## src/rtl/exe_mem_pkg.sv

```systemverilog
// exe_mem_pkg: shared types and defaults for the EX->MEM skid register.
//   XLEN_DEF / REG_AW_DEF : default widths of the data fields and register index.
//   exe_mem_payload_t     : payload layout at the default widths. The top declares
//                           the same field order at its own parameter widths.
//   skid_state_e          : occupancy state of a 2-entry skid stage.
package exe_mem_pkg;

  localparam int unsigned XLEN_DEF   = 32;
  localparam int unsigned REG_AW_DEF = 4;

  typedef struct packed {
    logic [XLEN_DEF-1:0]   pc;
    logic [XLEN_DEF-1:0]   alu_res;
    logic [XLEN_DEF-1:0]   val_rm;
    logic                  wb_en;
    logic                  mem_r_en;
    logic                  mem_w_en;
    logic [REG_AW_DEF-1:0] dest;
  } exe_mem_payload_t;

  typedef enum logic [1:0] {
    EMPTY = 2'd0,
    ONE   = 2'd1,
    FULL  = 2'd2
  } skid_state_e;

endpackage

```

## src/rtl/pipe_skid_ctrl.sv

```systemverilog
// pipe_skid_ctrl: payload-agnostic control for a 2-entry skid stage.
//   clk, rst        : clock, synchronous active-high reset
//   flush           : squash all held entries next cycle
//   in_valid        : upstream presents a beat
//   in_ready        : registered accept flag
//   out_valid       : main slot holds a beat
//   out_ready       : downstream consumes the beat
//   occupancy       : held entries, 0..2
//   load_main       : write input into the main slot this edge
//   load_skid       : write input into the skid slot this edge
//   shift_skid      : move the skid slot into the main slot this edge
module pipe_skid_ctrl
  import exe_mem_pkg::*;
(
  input  logic       clk,
  input  logic       rst,
  input  logic       flush,
  input  logic       in_valid,
  output logic       in_ready,
  output logic       out_valid,
  input  logic       out_ready,
  output logic [1:0] occupancy,
  output logic       load_main,
  output logic       load_skid,
  output logic       shift_skid
);

  skid_state_e state_q, state_d;
  logic        in_ready_q;
  logic        in_fire, out_fire;

  assign in_fire   = in_valid & in_ready_q;
  assign out_fire  = out_valid & out_ready;
  assign in_ready  = in_ready_q;
  assign out_valid = (state_q != EMPTY);
  assign occupancy = state_q;

  always_comb begin
    state_d    = state_q;
    load_main  = 1'b0;
    load_skid  = 1'b0;
    shift_skid = 1'b0;
    // Flush wins over any same-cycle accept, so no strobe is raised for it.
    if (flush) begin
      state_d = EMPTY;
    end else begin
      case (state_q)
        EMPTY: begin
          if (in_fire) begin
            load_main = 1'b1;
            state_d   = ONE;
          end
        end
        ONE: begin
          if (in_fire && out_fire) begin
            load_main = 1'b1;
          end else if (in_fire) begin
            load_skid = 1'b1;
            state_d   = FULL;
          end else if (out_fire) begin
            state_d = EMPTY;
          end
        end
        FULL: begin
          // in_ready is low here, so only the drain side can move.
          if (out_fire) begin
            shift_skid = 1'b1;
            state_d    = ONE;
          end
        end
        default: state_d = EMPTY;
      endcase
    end
  end

  always_ff @(posedge clk) begin
    if (rst) begin
      state_q    <= EMPTY;
      in_ready_q <= 1'b0;
    end else begin
      state_q    <= state_d;
      in_ready_q <= (state_d != FULL);
    end
  end

endmodule

```

## src/rtl/exe_mem_skid_reg.sv

```systemverilog
// exe_mem_skid_reg: EX->MEM pipeline register with a 2-entry skid buffer.
//   clk, rst                            : clock, synchronous active-high reset
//   flush                               : squash all held beats (branch taken)
//   in_valid / in_ready                 : EX-side handshake, in_ready registered
//   in_pc, in_alu_res, in_val_rm        : XLEN-wide payload
//   in_wb_en, in_mem_r_en, in_mem_w_en  : control payload
//   in_dest                             : destination register index
//   out_valid / out_ready               : MEM-side handshake
//   out_*                               : payload of the oldest beat; enables gated by out_valid
//   occupancy                           : held beats, 0..2
module exe_mem_skid_reg
  import exe_mem_pkg::*;
#(
  parameter int unsigned XLEN   = XLEN_DEF,
  parameter int unsigned REG_AW = REG_AW_DEF
) (
  input  logic              clk,
  input  logic              rst,
  input  logic              flush,
  input  logic              in_valid,
  output logic              in_ready,
  input  logic [XLEN-1:0]   in_pc,
  input  logic [XLEN-1:0]   in_alu_res,
  input  logic [XLEN-1:0]   in_val_rm,
  input  logic              in_wb_en,
  input  logic              in_mem_r_en,
  input  logic              in_mem_w_en,
  input  logic [REG_AW-1:0] in_dest,
  output logic              out_valid,
  input  logic              out_ready,
  output logic [XLEN-1:0]   out_pc,
  output logic [XLEN-1:0]   out_alu_res,
  output logic [XLEN-1:0]   out_val_rm,
  output logic              out_wb_en,
  output logic              out_mem_r_en,
  output logic              out_mem_w_en,
  output logic [REG_AW-1:0] out_dest,
  output logic [1:0]        occupancy
);

  // Same field order as exe_mem_payload_t, sized by this instance's parameters.
  typedef struct packed {
    logic [XLEN-1:0]   pc;
    logic [XLEN-1:0]   alu_res;
    logic [XLEN-1:0]   val_rm;
    logic              wb_en;
    logic              mem_r_en;
    logic              mem_w_en;
    logic [REG_AW-1:0] dest;
  } payload_t;

  payload_t in_pl, main_q, skid_q;
  logic     load_main, load_skid, shift_skid;

  assign in_pl = '{pc: in_pc, alu_res: in_alu_res, val_rm: in_val_rm,
                   wb_en: in_wb_en, mem_r_en: in_mem_r_en,
                   mem_w_en: in_mem_w_en, dest: in_dest};

  pipe_skid_ctrl u_ctrl (
    .clk        (clk),
    .rst        (rst),
    .flush      (flush),
    .in_valid   (in_valid),
    .in_ready   (in_ready),
    .out_valid  (out_valid),
    .out_ready  (out_ready),
    .occupancy  (occupancy),
    .load_main  (load_main),
    .load_skid  (load_skid),
    .shift_skid (shift_skid)
  );

  always_ff @(posedge clk) begin
    if (rst) begin
      main_q <= '0;
      skid_q <= '0;
    end else begin
      if (load_main)       main_q <= in_pl;
      else if (shift_skid) main_q <= skid_q;
      if (load_skid)       skid_q <= in_pl;
    end
  end

  assign out_pc       = main_q.pc;
  assign out_alu_res  = main_q.alu_res;
  assign out_val_rm   = main_q.val_rm;
  assign out_dest     = main_q.dest;
  assign out_wb_en    = main_q.wb_en    & out_valid;
  assign out_mem_r_en = main_q.mem_r_en & out_valid;
  assign out_mem_w_en = main_q.mem_w_en & out_valid;

endmodule
```

## config.mk

```make
export PLATFORM = sky130hd
export DESIGN_NAME = exe_mem_skid_reg
export DESIGN_NICKNAME = d
export VERILOG_FILES = /design/src/rtl/exe_mem_pkg.sv /design/src/rtl/pipe_skid_ctrl.sv /design/src/rtl/exe_mem_skid_reg.sv
export SDC_FILE = /design/constraint.sdc
export NUM_CORES = 1
export LEC_CHECK = 0
export CELL_PAD_IN_SITES_DETAIL_PLACEMENT = 1
export CELL_PAD_IN_SITES_GLOBAL_PLACEMENT = 1
export CORE_UTILIZATION = 39
export DETAILED_ROUTE_END_ITERATION = 8
export GPL_ROUTABILITY_DRIVEN = 0
export PLACE_DENSITY = 0.83
export SYNTH_ARGS = -nofsm -noshare
export SYNTH_HDL_FRONTEND = slang
export SYNTH_HIERARCHICAL = 1
export SYNTH_SLANG_ARGS = --single-unit
```

## constraint.sdc

```tcl
create_clock -name clk -period 1.9 [get_ports clk]
set_input_delay 0.19 -clock clk [delete_from_list [all_inputs] [get_ports clk]]
set_output_delay 0.19 -clock clk [all_outputs]
set_load 0.05 [all_outputs]
```

==> flow_summary.json <==
{
  "power_density_nw_per_um2": 863.0,
  "cts_buffers": 25,
  "grt_max_degree": 67,
  "synthCells": 912,
  "io_buffers": 214,
  "drive_gt1_frac": 0.09724,
  "die_w_um": 157.1,
  "syn_avg_cell_area_um2": 10.29,
  "crit_family": "buffers and inverters",
  "min_period_ns": 1.864,
  "ys_ff_latch": 209,
  "worstPathMaxFanout": 2,
  "syn2layout_area_growth_pct": 30.01,
  "hold_class": "input port to flip-flop",
  "via_count": 6782,
  "grt_usage": 0.1941,
  "drt-pass1-iter-count": 4,
  "yosysUniqueCellTypes": 23,
  "placed_area_um2": 11330,
  "wl_per_cell_um": 17.85,
  "critPathRequiredTime_ns": 1.71,
  "fin_skew_ns": 0.007749,
  "holdWs_ns": 0.06402,
  "crit_type": "flip-flop to output port",
  "start_kind": "flip-flop",
  "max_cap_violations": 0,
  "clock_path_buffers": 3,
  "crit_buf_inv": 1,
  "antenna_found_initial": 0,
  "timing.fmax_mhz": 536.4,
  "syn_area_um2": 9387,
  "finalSetupViolCount": 0,
  "fin_ws_ns": 0.03581,
  "clk_pin_slew_ns": 0.06,
  "cts_max_level": 1,
  "final_cell_area_um2": 12200,
  "final_max_slew_viol_count": 0,
  "die-area_um2": 24690,
  "postCtsSetupBuffers": 0,
  "rows": 56,
  "cp.arrival_ns": 1.67,
  "cts_sinks": 209,
  "root_buffer": "clkbuf_16",
  "cts_tree": "yes",
  "async_flop_share": 0,
  "synth_ff_type": "dfxtp_1",
  "end_kind": "output port",
  "overflow": 0,
  "fin_nets": 1141,
  "period_share": 0.9812,
  "final.setup.tns_ns": 0,
  "pre_cts_slack_ns": -0.2173,
  "antenna_cells": 0,
  "crit_path_top_delay_cell": "clkdlybuf4s50_1",
  "dr.first_iter.drc_count": 250,
  "detail_route.vias_per_cell": 4.958,
  "ff_latch_area_um2": 4188,
  "die_h_um": 157.1,
  "io_pins": 215,
  "hpwlAfterDp_um": 16470,
  "syn_nets": 1020,
  "vdd_drop_max_uv": 575.3,
  "grt_pass1_wl_um": 38240,
  "grt_pass1_vias": 7342,
  "clkLatencyLatePin_ns": 0.50,
  "seq_area_frac_synth": 0.4457,
  "rsz0062_at_grt": "false",
  "path_cells": "clkdlybuf4s50_1",
  "fp.coreArea_um2": 23540,
  "worst-slew-pin-transition_ns": 0.5816,
  "drt-total-wl_um": 24410,
  "hold_viol": 0,
  "yosys_warnings": 6,
  "cts_hold_buffers": 0,
  "ant_nets": 0,
  "nFillCells": 2549,
  "start_util": 0.3987,
  "synth_edf_count": 0,
  "status": "finished clean",
  "slew_headroom": 0.6116,
  "multi_input_area_um2": 4024,
  "p_leak_nw": 4.557,
  "drc_errors": 0,
  "timing.critical_path.slowest_cell_delay_ns": 0.83
}
-- state kept, by name, summed over array words and instances (netlist names) --
name and count:
out_dest 4, out_pc 32, skid_q 103, main_q 3, out_alu_res 32, u_ctrl/occupancy 2, u_ctrl/in_ready 1, out_val_rm 32
-- cells in the final DEF, fill, tap and decap left out, drive strengths merged --
cell type | Yosys | final
a211oi | 104 | 104
and2 | 3 | 3
nor4 | 1 | 1
clkbuf | 35 | 37
nor2b | 103 | 103
nor4b | 2 | 2
nand2b | 2 | 2
dlygate4sd2 | 0 | 11
buf | 134 | 54
or2 | 1 | 1
nor2 | 104 | 104
dlymetal6s2s | 0 | 30
a21oi | 1 | 1
clkinv | 0 | 5
mux2i | 207 | 207
nand2 | 1 | 1
bufinv | 0 | 1
o21a | 1 | 1
nor3b | 1 | 1
nand3 | 1 | 1
clkdlybuf4s50 | 0 | 168
xor2 | 1 | 1
clkinvlp | 0 | 1
dfxtp | 209 | 209
-- Yosys cell counts (2+ instances only) --
library cell / number / share of area
and2_1: 3 / 0.0020
buf_12: 8 / 0.017
clkbuf_1: 35 / 0.014
buf_4: 112 / 0.090
nor2_1: 104 / 0.042
mux2i_1: 207 / 0.22
dfxtp_1: 209 / 0.45
nor2b_1: 103 / 0.069
a211oi_1: 103 / 0.082
buf_1: 6 / 0.0024
nand2b_1: 2 / 0.0013
nor4b_2: 2 / 0.0032
buf_2: 8 / 0.0043
-- repair_timing --
action / 4_1_cts / 5_1_grt
gates resized for setup: 11 / 30
setup endpoints to repair: 11 / 30
pin swaps: 0 / 0
-- per-layer routing --
layer | part of all wire | track usage | vias to the layer above
met5 | 0 | 0 | -
met4 | 0.030 | 0.06241 | 0
met3 | 0.058 | 0.04956 | 46
met2 | 0.49 | 0.3448 | 157
met1 | 0.42 | 0.2270 | 3291
li1 | - | - | 3288
-- worst register-to-register path: cells and delay by family (launching register included) --
kind	cells	cell delay, ns
buffers and inverters	3	0.58
and+or+nand+nor	3	0.41
DFF	1	0.37
muxes	1	0.24
-- cell families after synthesis --
kind of cell	count (synthesis)	synth area share
flops	209	0.4457
buf+inv	170	0.1277
mux	207	0.2207
xor+xnor	1	0.0009333
simple gates	219	0.1198
compound gates	106	0.08504
-- through the flow --
step | cells | total power, W | util
global placement | 1325 | 0.005959 | 0.4812
CTS | 1368 | 0.01066 | 0.5151
detailed placement | 1325 | 0.005980 | 0.4812
floorplan | 912 | 0.005499 | -
global route | 1368 | 0.01093 | 0.5183
finish | 1368 | 0.01053 | 0.5183
-- final cells by class --
type / instances / share of cell area
Timing Repair Buffer: 263 / 0.2274
Tap cell: 319 / 0.03271
Multi-Input combinational cell: 533 / 0.3297
Inverter: 1 / 0.0004101
Sequential cell: 209 / 0.3432
Clock buffer: 37 / 0.06152
Clock inverter: 6 / 0.005024
-- report_power, final --
part | switching, W | leakage [nW] | internal, W
clock | 0.00181 | 0.400 | 0.00285
combinational | 0.000753 | 2.46 | 0.000544
sequential | 0.0000702 | 1.70 | 0.00451
total | 0.00263 | 4.56 | 0.00790
-- path summary, 6_finish.rpt --
| kind | endpoint | from | slack [ns] | cells past startpoint |
|---|---|---|---|---|
| setup reg to reg | skid_q[61]$_SDFFE_PP0P_ | u_ctrl/occupancy[0]$_SDFF_PP0_ | 0.18 | 7 |
| hold / removal | skid_q[20]$_SDFFE_PP0P_ | rst | 0.06 | 2 |
| setup / recovery | out_pc[10] | out_pc[10]$_SDFFE_PP0P_ | 0.04 | 1 |
| hold reg to reg | skid_q[22]$_SDFFE_PP0P_ | skid_q[22]$_SDFFE_PP0P_ | 0.49 | 2 |
Note: power is estimated with default switching activity, not from simulation.
